## src/rtl/load_return_unit_pkg.sv

```systemverilog
// Shared memop encodings and the per-load bookkeeping record used by the
// load return path.
package load_return_unit_pkg;

  typedef enum logic [2:0] {
    MEM_B  = 3'd0,
    MEM_H  = 3'd1,
    MEM_W  = 3'd2,
    MEM_D  = 3'd3,
    MEM_UB = 3'd4,
    MEM_UH = 3'd5,
    MEM_UW = 3'd6
  } memop_e;

  // Widest destination index a record can carry; narrower RD_W uses the low bits.
  localparam int RD_W_MAX = 8;

  typedef struct packed {
    logic [2:0]          shift;
    memop_e              memop;
    logic [RD_W_MAX-1:0] rd;
  } load_req_t;

endpackage

```

## src/rtl/load_return_unit_extend.sv

```systemverilog
// Lane extraction and sign/zero extension of a raw doubleword read.
module load_extend
  import load_return_unit_pkg::*;
(
  input  logic [63:0] i_rdata,
  input  logic [2:0]  i_shift,
  input  memop_e      i_memop,
  output logic [63:0] o_result
);

  logic [63:0]        w_lane;
  logic signed [7:0]  w_b_s;
  logic signed [15:0] w_h_s;
  logic signed [31:0] w_w_s;

  // Bytes shifted past bit 63 fall off and read back as zero.
  assign w_lane = i_rdata >> {i_shift, 3'b000};
  assign w_b_s  = w_lane[7:0];
  assign w_h_s  = w_lane[15:0];
  assign w_w_s  = w_lane[31:0];

  always_comb begin
    o_result = '0;
    case (i_memop)
      MEM_B:   o_result = 64'(w_b_s);
      MEM_H:   o_result = 64'(w_h_s);
      MEM_W:   o_result = 64'(w_w_s);
      MEM_D:   o_result = w_lane;
      MEM_UB:  o_result = {56'd0, w_lane[7:0]};
      MEM_UH:  o_result = {48'd0, w_lane[15:0]};
      MEM_UW:  o_result = {32'd0, w_lane[31:0]};
      default: o_result = '0;
    endcase
  end

endmodule

```

## src/rtl/load_return_unit.sv

```systemverilog
// Pairs in-order memory read responses with recorded loads, aligns the data
// and buffers one writeback result; flushed loads are dropped on return.
module load_return_unit
  import load_return_unit_pkg::*;
#(
  parameter int DEPTH = 2,
  parameter int RD_W  = 5
) (
  input  logic            clk,
  input  logic            rst,
  input  logic            req_valid,
  output logic            req_ready,
  input  logic [2:0]      req_shift,
  input  logic [2:0]      req_memop,
  input  logic [RD_W-1:0] req_rd,
  input  logic            mem_rvalid,
  output logic            mem_rready,
  input  logic [63:0]     mem_rdata,
  input  logic            flush,
  output logic            wb_valid,
  input  logic            wb_ready,
  output logic [63:0]     wb_data,
  output logic [RD_W-1:0] wb_rd,
  output logic            busy,
  output logic            err
);

  localparam int PTR_W = $clog2(DEPTH);
  localparam int CNT_W = PTR_W + 1;

  load_req_t        r_fifo [DEPTH];
  logic [PTR_W-1:0] r_wr_ptr;
  logic [PTR_W-1:0] r_rd_ptr;
  logic [CNT_W-1:0] r_count;
  logic [CNT_W-1:0] r_drop;
  logic             r_wb_valid;
  logic [63:0]      r_wb_data;
  logic [RD_W-1:0]  r_wb_rd;
  logic             r_err;

  load_req_t        w_req;
  load_req_t        w_head;
  logic [CNT_W:0]   w_occ;
  logic             w_push;
  logic             w_fire;
  logic             w_fire_drop;
  logic             w_pop;
  logic             w_fire_stray;
  logic [63:0]      w_ext;

  always_comb begin
    w_req          = '0;
    w_req.shift    = req_shift;
    w_req.memop    = memop_e'(req_memop);
    w_req.rd[RD_W-1:0] = req_rd;
  end

  // Flushed-but-outstanding loads still occupy memory-side slots.
  assign w_occ        = {1'b0, r_count} + {1'b0, r_drop};
  assign req_ready    = !flush && (w_occ < (CNT_W+1)'(DEPTH));
  assign mem_rready   = !r_wb_valid || wb_ready;
  assign w_push       = req_valid && req_ready;
  assign w_fire       = mem_rvalid && mem_rready;
  assign w_fire_drop  = w_fire && (r_drop != '0);
  assign w_pop        = w_fire && (r_drop == '0) && (r_count != '0);
  assign w_fire_stray = w_fire && (r_drop == '0) && (r_count == '0);
  assign w_head       = r_fifo[r_rd_ptr];

  load_extend u_extend (
    .i_rdata  (mem_rdata),
    .i_shift  (w_head.shift),
    .i_memop  (w_head.memop),
    .o_result (w_ext)
  );

  always_ff @(posedge clk) begin
    if (w_push) r_fifo[r_wr_ptr] <= w_req;
  end

  always_ff @(posedge clk or posedge rst) begin
    if (rst) begin
      r_wr_ptr   <= '0;
      r_rd_ptr   <= '0;
      r_count    <= '0;
      r_drop     <= '0;
      r_wb_valid <= 1'b0;
      r_wb_data  <= '0;
      r_wb_rd    <= '0;
      r_err      <= 1'b0;
    end else begin
      if (w_fire_stray) r_err <= 1'b1;
      if (flush) begin
        // Every still-queued load becomes a pending drop, net of this cycle's response.
        r_rd_ptr   <= r_wr_ptr;
        r_count    <= '0;
        r_drop     <= r_drop + r_count - CNT_W'(w_pop) - CNT_W'(w_fire_drop);
        r_wb_valid <= 1'b0;
      end else begin
        if (w_push) r_wr_ptr <= r_wr_ptr + 1'b1;
        if (w_pop)  r_rd_ptr <= r_rd_ptr + 1'b1;
        r_count <= r_count + CNT_W'(w_push) - CNT_W'(w_pop);
        r_drop  <= r_drop - CNT_W'(w_fire_drop);
        if (w_pop) begin
          r_wb_valid <= 1'b1;
          r_wb_data  <= w_ext;
          r_wb_rd    <= w_head.rd[RD_W-1:0];
        end else if (wb_ready) begin
          r_wb_valid <= 1'b0;
        end
      end
    end
  end

  assign wb_valid = r_wb_valid;
  assign wb_data  = r_wb_data;
  assign wb_rd    = r_wb_rd;
  assign err      = r_err;
  assign busy     = (r_count != '0) || (r_drop != '0) || r_wb_valid;

endmodule

```

## config.mk

```make
export PLATFORM = sky130hd
export DESIGN_NAME = load_return_unit
export DESIGN_NICKNAME = d
export VERILOG_FILES = /design/src/rtl/load_return_unit_pkg.sv /design/src/rtl/load_return_unit_extend.sv /design/src/rtl/load_return_unit.sv
export SDC_FILE = /design/constraint.sdc
export NUM_CORES = 1
export LEC_CHECK = 0
export ABC_CLOCK_PERIOD_IN_PS = 3000
export CORE_UTILIZATION = 35
export DETAILED_ROUTE_END_ITERATION = 8
export GPL_ROUTABILITY_DRIVEN = 0
export GPL_TIMING_DRIVEN = 0
export PLACE_DENSITY = 0.65
export SLEW_MARGIN = 25
export SYNTH_ARGS = -nofsm -noshare
export SYNTH_HDL_FRONTEND = slang
export SYNTH_SLANG_ARGS = --single-unit
export TNS_END_PERCENT = 5
```

## constraint.sdc

```tcl
create_clock -name clk -period 3 [get_ports clk]
set_input_delay 0.3 -clock clk [delete_from_list [all_inputs] [get_ports clk]]
set_output_delay 0.3 -clock clk [all_outputs]
set_load 0.005 [all_outputs]
```

==> metrics.yaml, run 1 <==
global_route:
  antenna_found_initial: 1
  grt_usage: 0.237
  grt_pass1_vias: 5648
  grt_max_degree: 40
  grt_pass1_wl_um: 31200
  grt_overflow: 0
worst_setup_path:
  reg2regPathDepth: 9
  path_max_fanout: 10
  regToRegSetupSlack_ns: 0.24
  cp.required_ns: 3.29
  reg2reg_to: "wb_data[35]"
  r2r_start: "r_count[1]"
  cp-end-kind: "flip-flop"
  crit_type: "flip-flop to flip-flop"
  worstPathArrival_ns: 3.05
  worstSetupStartpointType: "flip-flop"
detailed_routing:
  drc: 0
  vias: 5761
  drt_iter0_drc: 585
  via_per_inst: 5.88
  totalWireLength_um: 20500
  antenna_left: 0
  routedWlPerCell_um: 20.9
  drtPass1Iterations: 5
pwr:
  ir_drop_v: 0.000360
  p_leak_nw: 3.25
  powerDensity_mw_per_mm2: 711
synth:
  synthFlopType: "dfrtp_1"
  synth_edf_count: 22
  synth.avg_cell_area_um2: 10.1
  yosys_warnings: 0
  syn_nets: 676
  synth_cell_type_count: 54
  synth_sequential_area_ratio: 0.437
  synthCells: 588
  yosys_register_bits: 99
  synthArstFlopShare: 0.778
  syn_area_mm2: 0.00592
place:
  hpwl_um: 16000
  dp.cells: 963
  post-place-ws_ns: -0.255
  portBuffers: 154
  dpl-instance-area_mm2: 0.00776
floorplan:
  die_area_mm2: 0.0175
  initial_core_util: 0.357
  die-width_um: 132
  die_h_um: 132
  io_pins: 155
  design.core.area_mm2: 0.0166
  num_rows: 47
run_status:
  status: "complete, no violations"
timing:
  relSlewSlack: 0.388
  fin_tns_setup_ns: 0
  skew_ns: 0.00991
  fin_crit_ns: 2.76
  final-hold-violation-count: 0
  setup_violations: 0
  grt_setup_unrepaired: "false"
  fmax_mhz: 362
  drv_slew: 0
  worst_slew_pin_slew_ns: 0.915
  post-route-period-util: 0.920
  setup_slack_ns: 0.240
final_layout:
  synthToLayoutAreaGrowth_pct: 36.5
  fin_util: 0.488
  finish.instance_area_mm2: 0.00809
  final_cell_count_no_fill: 980
  final_nets: 843
  n_antenna_cell: 0
  layout-drive-gt1-share: 0.0934
clock_tree:
  clk_latency_ns: 0.36
  hold_buffers: 0
  clk_pin_slew_ns: 0.07
  clkSinkCount: 99
  clock_tree.root_cell: "clkbuf_16"
  clock_path_buffers: 2
  h-tree-depth: 3
  cts_tree: "done"
  cts-buffers-inserted: 9
hold_path:
  hold_class: "primary input to async pin"
run:
  drv_cap: 0
## critical path, cell delays in order, from the launching register on
cell and delay [ns]:
dfrtp_1 0.45, nor2_1 0.22, nand4b_1 0.18, buf_4 0.18, or2_2 0.11, clkbuf_1 0.29, clkbuf_1 0.50, clkbuf_1 0.46
a21oi_1 0.14, a21oi_1 0.14
## what timing repair did
item                       in CTS  in global routing
gates resized for setup         0                  3
pin swaps                       1                  0
gates cloned                    0                  0
setup endpoints to repair       1                 22
buffers inserted                1                  0
## Yosys cell counts, types with 8 or more instances
cell	n	area [um^2]
dfrtp_1	77	1930
mux2i_1	58	581
nor2_1	38	143
edfxtp_1	22	661
a21oi_1	90	450
nor3_1	12	60.1
a31oi_1	16	100
nand3_1	9	45.0
o221ai_1	9	78.8
clkbuf_1	30	113
buf_2	8	40.0
o21ai_0	23	115
and3_1	8	50.1
mux4_2	17	383
a221oi_1	23	201
nand2_1	67	251
inv_1	9	33.8
## metrics by stage
| stage | total power (W) | hold WS (ns) |
|---|---|---|
| floorplan | 0.00348 | 0.399 |
| global placement | 0.00446 | 0.451 |
| detailed placement | 0.00454 | 0.464 |
| CTS | 0.00574 | 0.352 |
| global route | 0.00605 | 0.380 |
| finish | 0.00575 | 0.330 |
## cell type report
type	count	area, um^2
fillers	1556	8500
multi-input cells	431	3070
flip-flops and latches	99	2590
repair buffers	156	1570
well taps	220	275
plain buffers	49	250
clock buffers	9	225
clock inverters	7	76.3
inverters	9	36.3
## registers in the layout, indices dropped and copies added, names as in the netlist
name / cells
err: 1
r_count: 2
r_drop: 2
r_fifo: 22
r_rd_ptr: 1
r_wr_ptr: 1
wb_data: 64
wb_rd: 5
wb_valid: 1
## where the power goes
group	switching, W	leakage, nW	internal [W]
logic	0.00145	1.86	0.00129
clock network	0.000537	0.142	0.000652
registers	0.000181	1.25	0.00164
total	0.00217	3.25	0.00358
## kinds of logic after synthesis
| logic type | count (synthesis) | synth area share |
|---|---|---|
| AND/OR/NAND/NOR | 152 | 0.115 |
| XOR/XNOR | 7 | 0.0103 |
| buffers and inverters | 58 | 0.0479 |
| adder cells (fa/ha/maj) | 7 | 0.0186 |
| AO/OA/AOI/OAI | 185 | 0.197 |
| multiplexers | 80 | 0.174 |
| flip-flops | 99 | 0.437 |
## metal layers
metal	GRT usage	part of all wire	up-vias
met5	0	0	-
met2	0.378	0.47	357
met3	0.0546	0.091	41
met4	0.0795	0.026	0
met1	0.317	0.41	2818
li1	-	-	2545
## how the worst max path moves through the flow
| stage | start | endpoint | slack [ns] | depth (start not counted) |
|---|---|---|---|---|
| after detailed placement | wb_ready | r_drop[1] | -0.26 | 11 |
| after CTS | r_rd_ptr | wb_data[46] | 0.09 | 8 |
| after floorplan | r_drop[1] | r_drop[1] | 0.36 | 10 |
| after global routing | r_count[1] | wb_rd[0] | 0.03 | 9 |
| after global placement | rst | wb_data[3] | -0.48 | 2 |
| final | r_count[1] | wb_data[35] | 0.24 | 9 |
## layout by cell type, fill, tap and decap left out, types with 11 or more instances in the layout
| master | synthesis | final |
|---|---|---|
| a31oi_1 | 16 | 16 |
| a221oi_1 | 23 | 23 |
| dfrtp_1 | 77 | 77 |
| a21oi_1 | 90 | 90 |
| nor3_1 | 12 | 11 |
| nand2_1 | 67 | 67 |
| clkbuf_1 | 30 | 30 |
| clkdlybuf4s50_1 | 0 | 154 |
| edfxtp_1 | 22 | 22 |
| mux2i_1 | 58 | 56 |
| o21ai_0 | 23 | 23 |
| mux4_2 | 17 | 17 |
| nor2_1 | 38 | 38 |
No activity file was read; power rests on OpenSTA's default activity.
==> inputs of run 2 (changes only) <==
--- a/config.mk
+++ b/config.mk
@@ -6,11 +6,13 @@
 export NUM_CORES = 1
 export LEC_CHECK = 0
 export ABC_CLOCK_PERIOD_IN_PS = 3000
+export CAP_MARGIN = 10
+export CORE_MARGIN = 2
 export CORE_UTILIZATION = 35
 export DETAILED_ROUTE_END_ITERATION = 8
 export GPL_ROUTABILITY_DRIVEN = 0
 export GPL_TIMING_DRIVEN = 0
-export PLACE_DENSITY = 0.65
+export PLACE_DENSITY = 0.7
 export SLEW_MARGIN = 25
 export SYNTH_ARGS = -nofsm -noshare
 export SYNTH_HDL_FRONTEND = slang
==> metrics.yaml, run 2 (synthesized netlist as in run 1, its figures left out) <==
detailed_routing:
  totalWireLength_um: 20600
  drc: 0
  drtPass1Iterations: 6
  drt_iter0_drc: 822
  routedWlPerCell_um: 21.0
  via_per_inst: 5.80
  vias: 5690
  antenna_left: 0
global_route:
  antenna_found_initial: 0
  grt_usage: 0.227
  grt_max_degree: 46
  grt_overflow: 0
  grt_pass1_wl_um: 31000
  grt_pass1_vias: 5442
pwr:
  powerDensity_mw_per_mm2: 712
  fin_total_pwr_w: 0.00577
  ir_drop_v: 0.000407
  p_leak_nw: 3.26
clock_tree:
  clk_pin_slew_ns: 0.07
  clock_tree.root_cell: "clkbuf_16"
  hold_buffers: 0
  cts-buffers-inserted: 9
  h-tree-depth: 3
  clock_path_buffers: 2
  clkSinkCount: 99
  clk_latency_ns: 0.36
  cts_tree: "done"
timing:
  final-hold-violation-count: 0
  worst_slew_pin_slew_ns: 0.966
  grt_setup_unrepaired: "false"
  setup_slack_ns: 0.139
  fin_crit_ns: 2.86
  skew_ns: 0.00621
  fmax_mhz: 350
  post-route-period-util: 0.954
  relSlewSlack: 0.353
  setup_violations: 0
  drv_slew: 0
worst_setup_path:
  cp-end-kind: "flip-flop"
  crit_type: "flip-flop to flip-flop"
  cp.required_ns: 3.24
  worstSetupStartpointType: "flip-flop"
  worstPathArrival_ns: 3.10
  path_max_fanout: 10
run:
  drv_cap: 0
final_layout:
  synthToLayoutAreaGrowth_pct: 36.7
  finish.instance_area_mm2: 0.00810
  largest_register_ff_count: 64
  final_nets: 843
  layout_commonest_cell: "clkdlybuf4s50_1"
  layout_common_cells: "clkdlybuf4s50_1 (154), a21oi_1 (90), dfrtp_1 (77), nand2_1 (67), mux2i_1 (56)"
  layout-drive-gt1-share: 0.0895
floorplan:
  die_area_mm2: 0.0180
  num_rows: 47
  design.core.area_mm2: 0.0166
  die-width_um: 134
  io_pins: 155
  die_h_um: 134
  initial_core_util: 0.357
place:
  post-place-ws_ns: -0.282
  hpwl_um: 16000
  portBuffers: 154
  dpl-instance-area_mm2: 0.00777
hold_path:
  hold_class: "primary input to async pin"
run_status:
  status: "complete, no violations"
[run 2: cell count changes in the layout (fill, tap and decap cells not counted), sizes merged]
cell	previous run	this run
clkbuf	39	43
clkinvlp	2	0
bufinv	1	0
diode	0	1
inv	11	10
[run 2: worst max-delay path: stages, from the launching register on]
cell      delay (ns)
dfrtp_1         0.42
buf_4           0.20
mux2_2          0.30
buf_6           0.20
buf_6           0.19
buf_6           0.19
mux2i_1         0.49
mux2i_1         0.30
a221oi_1        0.35
a21oi_1         0.11
[run 2: metrics by stage]
stage               std cells   util  setup TNS (ns)  hold slack, ns
floorplan                 588      -               0           0.399
global placement          962  0.467          -54.77           0.462
detailed placement        963  0.469          -0.410           0.461
CTS                       980  0.488               0           0.329
global route              980  0.488               0           0.364
finish                    981  0.488               0           0.315
[run 2: layout make-up]
type | count | area [um^2]
inverters | 9 | 36.3
flip-flops and latches | 99 | 2590
plain buffers | 49 | 250
fillers | 1580 | 8490
clock inverters | 3 | 26.3
diodes | 1 | 2.50
repair buffers | 156 | 1580
well taps | 220 | 275
multi-input cells | 431 | 3060
clock buffers | 13 | 283
[run 2: repair_timing]
| action | in CTS | in global routing |
|---|---|---|
| buffers inserted | 1 | 0 |
| cloned | 0 | 0 |
| gates resized for setup | 0 | 2 |
| pin swaps | 1 | 0 |
| endpoints found under the setup margin | 1 | 17 |
[run 2: worst paths after layout]
path                                to  slack, ns  cells past startpoint  startpoint
setup / recovery           wb_data[36]       0.14                      9    r_rd_ptr
max in group asynchronous     wb_rd[1]       2.10                      3         rst
hold reg to reg               wb_rd[2]       0.48                      2    wb_rd[2]
hold / removal             wb_data[35]       0.31                      2         rst
setup reg to reg           wb_data[36]       0.14                      9    r_rd_ptr
min in group clk              wb_rd[2]       0.48                      2    wb_rd[2]
[run 2: report_power, final]
part | switching, W | leakage (nW) | internal, W
Sequential | 0.000182 | 1.25 | 0.00164
Clock | 0.000525 | 0.151 | 0.000671
Combinational | 0.00145 | 1.86 | 0.00129
[run 2: metal layers]
layer / GRT usage / routed length [um]
met5: 0 / 0
met4: 0.0696 / 482
met3: 0.0608 / 2390
met2: 0.353 / 9440
met1: 0.313 / 8330
==> inputs of run 3 (changes only) <==
--- a/config.mk
+++ b/config.mk
@@ -13,7 +13,6 @@
 export GPL_ROUTABILITY_DRIVEN = 0
 export GPL_TIMING_DRIVEN = 0
 export PLACE_DENSITY = 0.7
-export SLEW_MARGIN = 25
 export SYNTH_ARGS = -nofsm -noshare
 export SYNTH_HDL_FRONTEND = slang
 export SYNTH_SLANG_ARGS = --single-unit
==> metrics.yaml, run 3 (synthesized netlist as in run 1, its figures left out) <==
run_status:
  status: "complete, no violations"
floorplan:
  num_rows: 47
  initial_core_util: 0.357
  die-width_um: 134
  design.core.area_mm2: 0.0166
  die_h_um: 134
  die_area_mm2: 0.0180
  io_pins: 155
timing:
  post-route-period-util: 0.982
  worst_slew_pin_slew_ns: 0.938
  fmax_mhz: 339
  setup_violations: 0
  final-hold-violation-count: 0
  fin_crit_ns: 2.95
  relSlewSlack: 0.372
  skew_ns: 0.00715
  grt_setup_unrepaired: "false"
  drv_slew: 0
worst_setup_path:
  critical_path.cell_chain: "buf_4 > mux2_2 > buf_6 > buf_6 > buf_6 > mux2i_1 > mux2i_1 > a221oi_1 > a21oi_1"
  cp.required_ns: 3.24
  slowest_stage: "mux2i_1"
  worstSetupStartpointType: "flip-flop"
  regToRegSetupSlack_ns: 0.05
  crit_type: "flip-flop to flip-flop"
  cpPeakStageDelay_ns: 0.53
  reg2reg_to: "wb_data[36]"
  path_delay_family: "multiplexers"
  worstPathArrival_ns: 3.19
  crit_buf_inv: 4
  reg2regPathDepth: 9
  path_max_fanout: 10
  r2r_start: "r_rd_ptr"
  critPathLaunch: "r_rd_ptr"
  cp-end-kind: "flip-flop"
  path_common_cell: "buf_6"
global_route:
  grt_overflow: 0
  antenna_found_initial: 0
  grt_max_degree: 56
  grt_pass1_vias: 5336
  grt_usage: 0.225
  grt_pass1_wl_um: 30800
final_layout:
  multi_input_area_mm2: 0.00306
  final_nets: 843
  largest_register_ff_count: 64
  layout-drive-gt1-share: 0.0896
  fillCellCount: 1572
  synthToLayoutAreaGrowth_pct: 36.6
  layout_common_cells: "clkdlybuf4s50_1 (154), a21oi_1 (90), dfrtp_1 (77), nand2_1 (67), mux2i_1 (56)"
  ff_latch_area_mm2: 0.00259
  final_cell_count_no_fill: 979
  layout_commonest_cell: "clkdlybuf4s50_1"
  n_antenna_cell: 0
  finish.instance_area_mm2: 0.00809
detailed_routing:
  antenna_left: 0
  totalWireLength_um: 20600
  via_per_inst: 5.82
  drt_iter0_drc: 808
  routedWlPerCell_um: 21.0
  drtPass1Iterations: 5
  vias: 5699
  drc: 0
place:
  portBuffers: 154
  hpwl_um: 15900
  dpl-instance-area_mm2: 0.00777
  dp.cells: 963
pwr:
  powerDensity_mw_per_mm2: 712
  internal_power_w: 0.00360
  power_frac_clock: 0.207
  swShare: 0.376
  seq_power_share: 0.316
  ir_drop_v: 0.000322
  pwr-share-comb: 0.476
  p_sw_w: 0.00217
  p_leak_nw: 3.26
clock_tree:
  hold_buffers: 0
  clock_path_buffers: 2
  clock_tree.root_cell: "clkbuf_16"
  clkSinkCount: 99
  clk_pin_slew_ns: 0.07
  clk_latency_ns: 0.35
  h-tree-depth: 3
  cts-buffers-inserted: 9
  cts_tree: "done"
hold_path:
  hold_class: "primary input to async pin"
run:
  drv_cap: 0
[run 3: cell type report]
| cell class | instances | area share |
|---|---|---|
| multi-input combinational | 431 | 0.378 |
| sequential | 99 | 0.320 |
| timing repair buffer | 156 | 0.195 |
| clock buffer | 12 | 0.0345 |
| tap | 220 | 0.0340 |
| buffer | 49 | 0.0309 |
| inverter | 9 | 0.00448 |
| clock inverter | 3 | 0.00325 |
[run 3: power by group through the flow]
| stage | Sequential, W | Clock (W) | Combinational [W] |
|---|---|---|---|
| 2_1_floorplan | 0.00181 | 0 | 0.00167 |
| 3_3_place_gp | 0.00184 | 0 | 0.00267 |
| 3_5_place_dp | 0.00185 | 0 | 0.00270 |
| 4_1_cts | 0.00182 | 0.00120 | 0.00271 |
| 5_1_grt | 0.00185 | 0.00126 | 0.00296 |
| 6_report | 0.00182 | 0.00120 | 0.00275 |
[run 3: through the flow]
step	setup TNS, ns	util	setup WS, ns	total power [W]	hold WS, ns
after floorplan	0	-	0.364	0.00348	0.399
after global placement	-54.77	0.467	-0.716	0.00451	0.462
after detailed placement	-0.348	0.469	-0.264	0.00454	0.466
after CTS	0	0.487	0.192	0.00574	0.277
after global routing	0	0.488	0.0402	0.00607	0.309
final	0	0.488	0.0539	0.00576	0.267
[run 3: per-layer routing]
layer,part of all wire,vias to the layer above,global-route usage
li1,-,2542,-
met1,0.41,2771,0.309
met2,0.46,345,0.348
met3,0.11,41,0.0635
met4,0.022,0,0.0649
met5,0,-,0
[run 3: worst max-delay path by stage]
stage / to / slack (ns) / cells past startpoint
after global placement: wb_rd[2] / -0.72 / 2
after detailed placement: r_drop[1] / -0.26 / 11
after global routing: wb_data[36] / 0.04 / 9
after floorplan: r_drop[1] / 0.36 / 10
final: wb_data[36] / 0.05 / 9
after CTS: wb_data[47] / 0.19 / 8
[run 3: repair_timing]
| item | in CTS | in global routing |
|---|---|---|
| gates resized for setup | 0 | 2 |
| buffers inserted | 1 | 0 |
| setup endpoints to repair | 1 | 10 |
| pin swaps | 1 | 0 |
| hold endpoints to repair | 0 | 0 |
==> variant 1: new RTL, settings of run 1 <==
Make the reset (`rst`) synchronous in one clocked block.
--- a/src/rtl/load_return_unit.sv
+++ b/src/rtl/load_return_unit.sv
@@ -78,5 +78,5 @@
   end
 
-  always_ff @(posedge clk or posedge rst) begin
+  always_ff @(posedge clk) begin
     if (rst) begin
       r_wr_ptr   <= '0;
Formal check against the unedited RTL: differs if rst is asserted again (counterexample within 4 cycles, from zero or initial values and one cycle with rst high); with rst held inactive, the same outputs for 4 cycles.
==> variant 1 against run 1 <==
- worst setup slack worse by 63 ps
- area after synthesis shrank 2.9%
- routed wire length rose by 5.1%
- die area decreased by 2.8%
- sequential share of layout area down 3.8 points
- sequential cell count grew 1
- cell area down 2.6%
- cell count up 2.9%
- critical path type unchanged
- critical endpoint is now r_drop[1]
- largest cell class unchanged
- highest routed layer unchanged
Power is not compared: it rests on default switching activity, and its combinational part moved more than twofold at a synthesized area within 25%.
==> variant 1: results (changes against run 1) <==
Place
  • Input/output buffers: 153 (-0.65%)
  • Placed cells: 992 (+3.0%)
  • Placed inst area: 0.007556 sq mm (-2.7%)
  • HPWL Detailed: 16,550 um (+3.4%)

Yosys
  • Synth Area in XOR/XNOR: 1.065% (+0.031 points)
  • Multiplexer share of the synthesized area: 13.85% (-3.6 points)
  • Sequential area share after synthesis: 38.62% (-5.1 points)
  • Syn Nets: 711 (+5.2%)
  • Average cell area after synthesis: 9.236 sq um (-8.3%)
  • Main synth FF type: dfxtp_1
  • Asr flop ratio synth: 0% (-78 points)
  • EDFF count, synth: 22 (unchanged)
  • Top post-synthesis cells by area: dfxtp_1 (27%), edfxtp_1 (11%), mux2i_1 (9.7%)
  • Commonest cells in the netlist: dfxtp_1 (78), a21oi_1 (68), nand2_1 (66), mux2i_1 (56), a211oi_1 (55)
  • Synth Area in Compound Gates: 27.64% (+8.0 points)
  • Post-synthesis adder-cell area fraction: 1.913% (+0.055 points)
  • Synth unique cells: 61 (+13%)

Setup path
  • Worst Reg-to-Reg Cells: 11 (+2)
  • Worst-path fanout max: 7 (-3)
  • Worst path max stage delay: 550 ps (+50 ps)
  • CP delay by family, top: adder cells
  • FF-to-FF setup slack: 180 ps (-60 ps)
  • CP max-delay cell: fa_1
  • WP data arrival: 3060 ps (about the same)
  • Worst setup startpoint: r_drop[1]
  • Worst reg2reg endpoint: r_drop[1]

Clock network
  • PostCTS Resize Cnt: 0 (unchanged)
  • Htree depth: 3 (unchanged)
  • CTS root buffer: clkbuf_16
  • # Post-CTS Setup Buffers: 0 (-1)
  • Clk slew on worst S/H paths: 70 ps (about the same)

Global route
  • First-pass GRT wire length: 31,330 um (+0.31%)
  • Tot GR Track Use: 25.09% (+1.4 points)
  • Vias in the first global route: 5,548 (-1.8%)
  • Largest net degree at the start of global routing: 18 (-55%)
  • Initial antenna violation count: 0 (-1)

Pwr
  • Leakage: 2.682 nW

Routing
  • First-pass DRT Iterations: 6 (+1)
  • Top layer in use: met4
  • Metal2 WL: 9527 um (-1.1%)
  • Metal-1 WL: 8967 um (+6.0%)
  • Iteration-0 DRC Markers: 653 (+12%)
  • Via-to-Cell Ratio: 5.839 (-0.67%)
  • Met3 WL: 2053 um (+10%)
  • Detailed Route WL: 21,540 um (+5.1%)

STA
  • Slew @ Worst Pin: 971.8 ps (+56.64 ps)
  • Hold violation total from the final report: 0 (unchanged)
  • Clock Skew: 6.156 ps (-3.750 ps)
  • Hold WS: 449.7 ps (+120.1 ps)

Finish
  • Share of layout cells above drive strength 1: 8.333% (-1.0 points)
  • Final net count: 875 (+3.8%)
  • Final Non-Filler Cells: 1,008 (+2.9%)

Worst hold path
  • Hold Startpoint: wb_data[55]
  • Worst hold endpoint: wb_data[55]
  • Worst min path class: flip-flop to flip-flop
  • WHS Path Cells: 2

Status
  • Status: finished clean
[variant 1: layer usage]
metal / vias to the layer above / track usage (%)
met1: 2798 / 32.18
li1: 2688 / -
met5: - / 0
met2: 337 / 38.70
met4: 0 / 14.16
met3: 63 / 5.863
[variant 1: power groups by stage]
stage                     Clock [W]  Combinational [W]  Sequential (W)
after floorplan                   0           0.000747         0.00150
after global placement            0            0.00116         0.00151
after detailed placement          0            0.00118         0.00151
after CTS                   0.00123            0.00119         0.00148
after global routing        0.00129            0.00130         0.00149
final                       0.00121            0.00122         0.00148
[variant 1: layout make-up]
cell class	instances	area, sq um
Buffer	52	246.5
Sequential cell	100	2222
Tap cell	216	270.3
Fill cell	1481	8069
Multi-Input combinational cell	462	3268
Clock buffer	11	242.7
Timing Repair Buffer	153	1531
Inverter	9	33.78
Clock inverter	5	58.81
[variant 1: through the flow]
stage               TNS, ps  worst slack, ps  util, %  power (W)
floorplan                 0            372.8        -   0.002247
global placement     -137.2           -137.2    47.39   0.002663
detailed placement   -221.0           -221.0    47.39   0.002690
CTS                       0            129.7    49.29   0.003901
global route         -3.746           -3.746    49.39   0.004073
finish                    0            177.4    49.39   0.003912
[variant 1: worst max-delay path by stage]
stage | endpoint | depth (start not counted)
2_1_floorplan | r_drop[1] | 12
3_3_place_gp | r_drop[1] | 13
3_5_place_dp | r_drop[1] | 13
4_1_cts | r_drop[1] | 11
5_1_grt | r_drop[1] | 11
6_report | r_drop[1] | 11
[variant 1: cells by family after synthesis]
| group | after synthesis |
|---|---|
| buffers and inverters | 61 |
| DFF | 100 |
| muxes | 71 |
| xor gates and xnor gates | 7 |
| and+or+nand+nor | 143 |
| AOI/OAI and AO/OA | 234 |
| adders and majority gates | 7 |
==> variant 2: new RTL, flow settings as in run 1 <==
Without the edit above. The parameter `DEPTH` goes from 2 to 8.
--- a/src/rtl/load_return_unit.sv
+++ b/src/rtl/load_return_unit.sv
@@ -4,5 +4,5 @@
   import load_return_unit_pkg::*;
 #(
-  parameter int DEPTH = 2,
+  parameter int DEPTH = 8,
   parameter int RD_W  = 5
 ) (
Behaviour: not the same (Yosys sat finds a counterexample within 4 cycles, from zero or initial values and one cycle with rst high).
==> variant 2 against run 1 <==
- worst setup slack worse by 250 ps
- via count is 22% higher
- critical endpoint is now r_drop[2]
- routed wire length up 32%
- largest cell class is now flip-flops and latches
- power is 100% higher
- critical path type unchanged
- combinational power increased by 120%
- the run now ends with negative setup slack left
- synthesized cell count increased by 26%
- die area rose by 49%
- utilization shrank 0.50 points
- sequential share of layout area rose by 8.2 points
- cell area grew 47%
- area after synthesis is 50% higher
- sequential cell count is 74 higher
==> variant 2: results (changes against run 1) <==
Status
  • Status: finished, violations left
  • Failing checks: negative setup slack

Pwr
  • Psw: 0.004756 W (+120%)
  • Leakage: 4.666 nW (+44%)
  • Worst vdd ir: 0.4896 mV (+36%)

Finish
  • Final net count: 1,033 (+23%)
  • Final Non-Filler Cells: 1,268 (+29%)
  • Share of layout cells above drive strength 1: 17.48% (+8.1 points)

Global route
  • Largest net degree at the start of global routing: 45 (+13%)
  • First-pass GRT wire length: 41,800 um (+34%)
  • Initial antenna violation count: 0 (-1)

Place
  • Placed cells: 1,226 (+27%)
  • Pre-CTS WS: -444.0 ps (-189.0 ps)

Setup path
  • WP data arrival: 3320 ps (+270 ps)
  • Worst path max stage delay: 530 ps (+30 ps)
  • CP delay by family, top: adder cells
  • CP max-delay cell: fa_1

Routing
  • First-pass DRT Iterations: 7 (+2)

Yosys
  • Asr flop ratio synth: 49.13% (-29 points)
  • Commonest cells in the netlist: nand2_1 (117), edfxtp_1 (88), dfrtp_1 (85), mux2i_1 (55), a21oi_1 (45)
  • Syn Nets: 843 (+25%)

STA
  • Final setup viols: 1 (+1)
  • Hold WS: 237.4 ps (-92.22 ps)
  • Setup ws final: -8.796 ps (-249.3 ps)
  • Clock Skew: 12.74 ps (+2.838 ps)
-- variant 2: cell types whose count changed after synthesis, sizes merged, moves of 9 or more --
cell,run 1,this run
a221o,0,32
a221oi,23,0
nor2,40,29
edfxtp,22,88
mux2,3,15
nand2,68,117
inv,9,19
nand3,9,25
o221ai,9,0
ha,4,17
a21oi,90,45
-- variant 2: cells by family (layout without fill, tap and decap cells) --
family | Yosys count | in the layout | synth area share [%]
flops | 173 | 173 | 53.67
simple gates | 203 | 203 | 10.38
compound gates | 165 | 165 | 13.18
fa+ha+maj | 21 | 21 | 3.295
mux | 96 | 96 | 14.49
xor+xnor | 11 | 11 | 1.084
buf+inv | 72 | 275 | 3.900
-- variant 2: metrics by stage --
| step | power (W) | setup TNS [ps] |
|---|---|---|
| floorplan | 0.006937 | 0 |
| global placement | 0.008962 | -171490 |
| detailed placement | 0.009082 | -26860 |
| CTS | 0.01158 | -185.0 |
| global route | 0.01239 | -2733 |
| finish | 0.01172 | -8.796 |
-- variant 2: area by class of cell --
type                       count  area, sq um
timing repair buffer         172         1719
tap                          324        405.4
sequential                   173         4771
buffer                        52        315.3
fill                        2264        12730
inverter                      19        76.32
clock inverter                15        187.7
clock buffer                  17        425.4
multi-input combinational    496         3974
-- variant 2: metal layers --
metal  part of all wire, %  track usage [%]  vias up
li1                      -                -     3166
met4                   2.9            8.576        0
met1                    43            28.39     3540
met2                    48            34.70      296
met5                     0                0        -
met3                   6.8            3.903       53
-- variant 2: final timing paths --
kind                               to       start  cells after the start
hold / removal             wb_data[0]         rst                      2
max in group asynchronous   r_drop[2]         rst                      3
hold reg to reg                   err         err                      1
min in group clk                  err         err                      1
setup reg to reg            r_drop[2]  r_count[2]                     14
setup / recovery            r_drop[2]  r_count[2]                     14
-- variant 2: worst reg2reg max path, cell delays in order (launching register included) --
cell,delay (ps)
dfrtp_1,400
inv_2,80
ha_4,130
nor3b_4,200
nand4b_1,190
inv_2,60
fa_1,530
fa_2,440
inv_2,70
ha_4,130
inv_2,30
fa_2,350
xnor2_2,140
nand2_1,60
o21ai_1,60
-- variant 2: timing repair --
action,in CTS,in global routing
gates resized for setup,33,32
hold endpoints to repair,0,0
endpoints found under the setup margin,78,101
setup buffers,8,3
pin swaps,7,11
-- variant 2: power groups by stage --
| stage | logic [W] | registers [W] | clock network (W) |
|---|---|---|---|
| finish | 0.00609 | 0.00337 | 0.00225 |
| global route | 0.00658 | 0.00343 | 0.00237 |
| CTS | 0.00591 | 0.00337 | 0.00230 |
| detailed placement | 0.00568 | 0.00340 | 0 |
| global placement | 0.00558 | 0.00339 | 0 |
| floorplan | 0.00361 | 0.00333 | 0 |
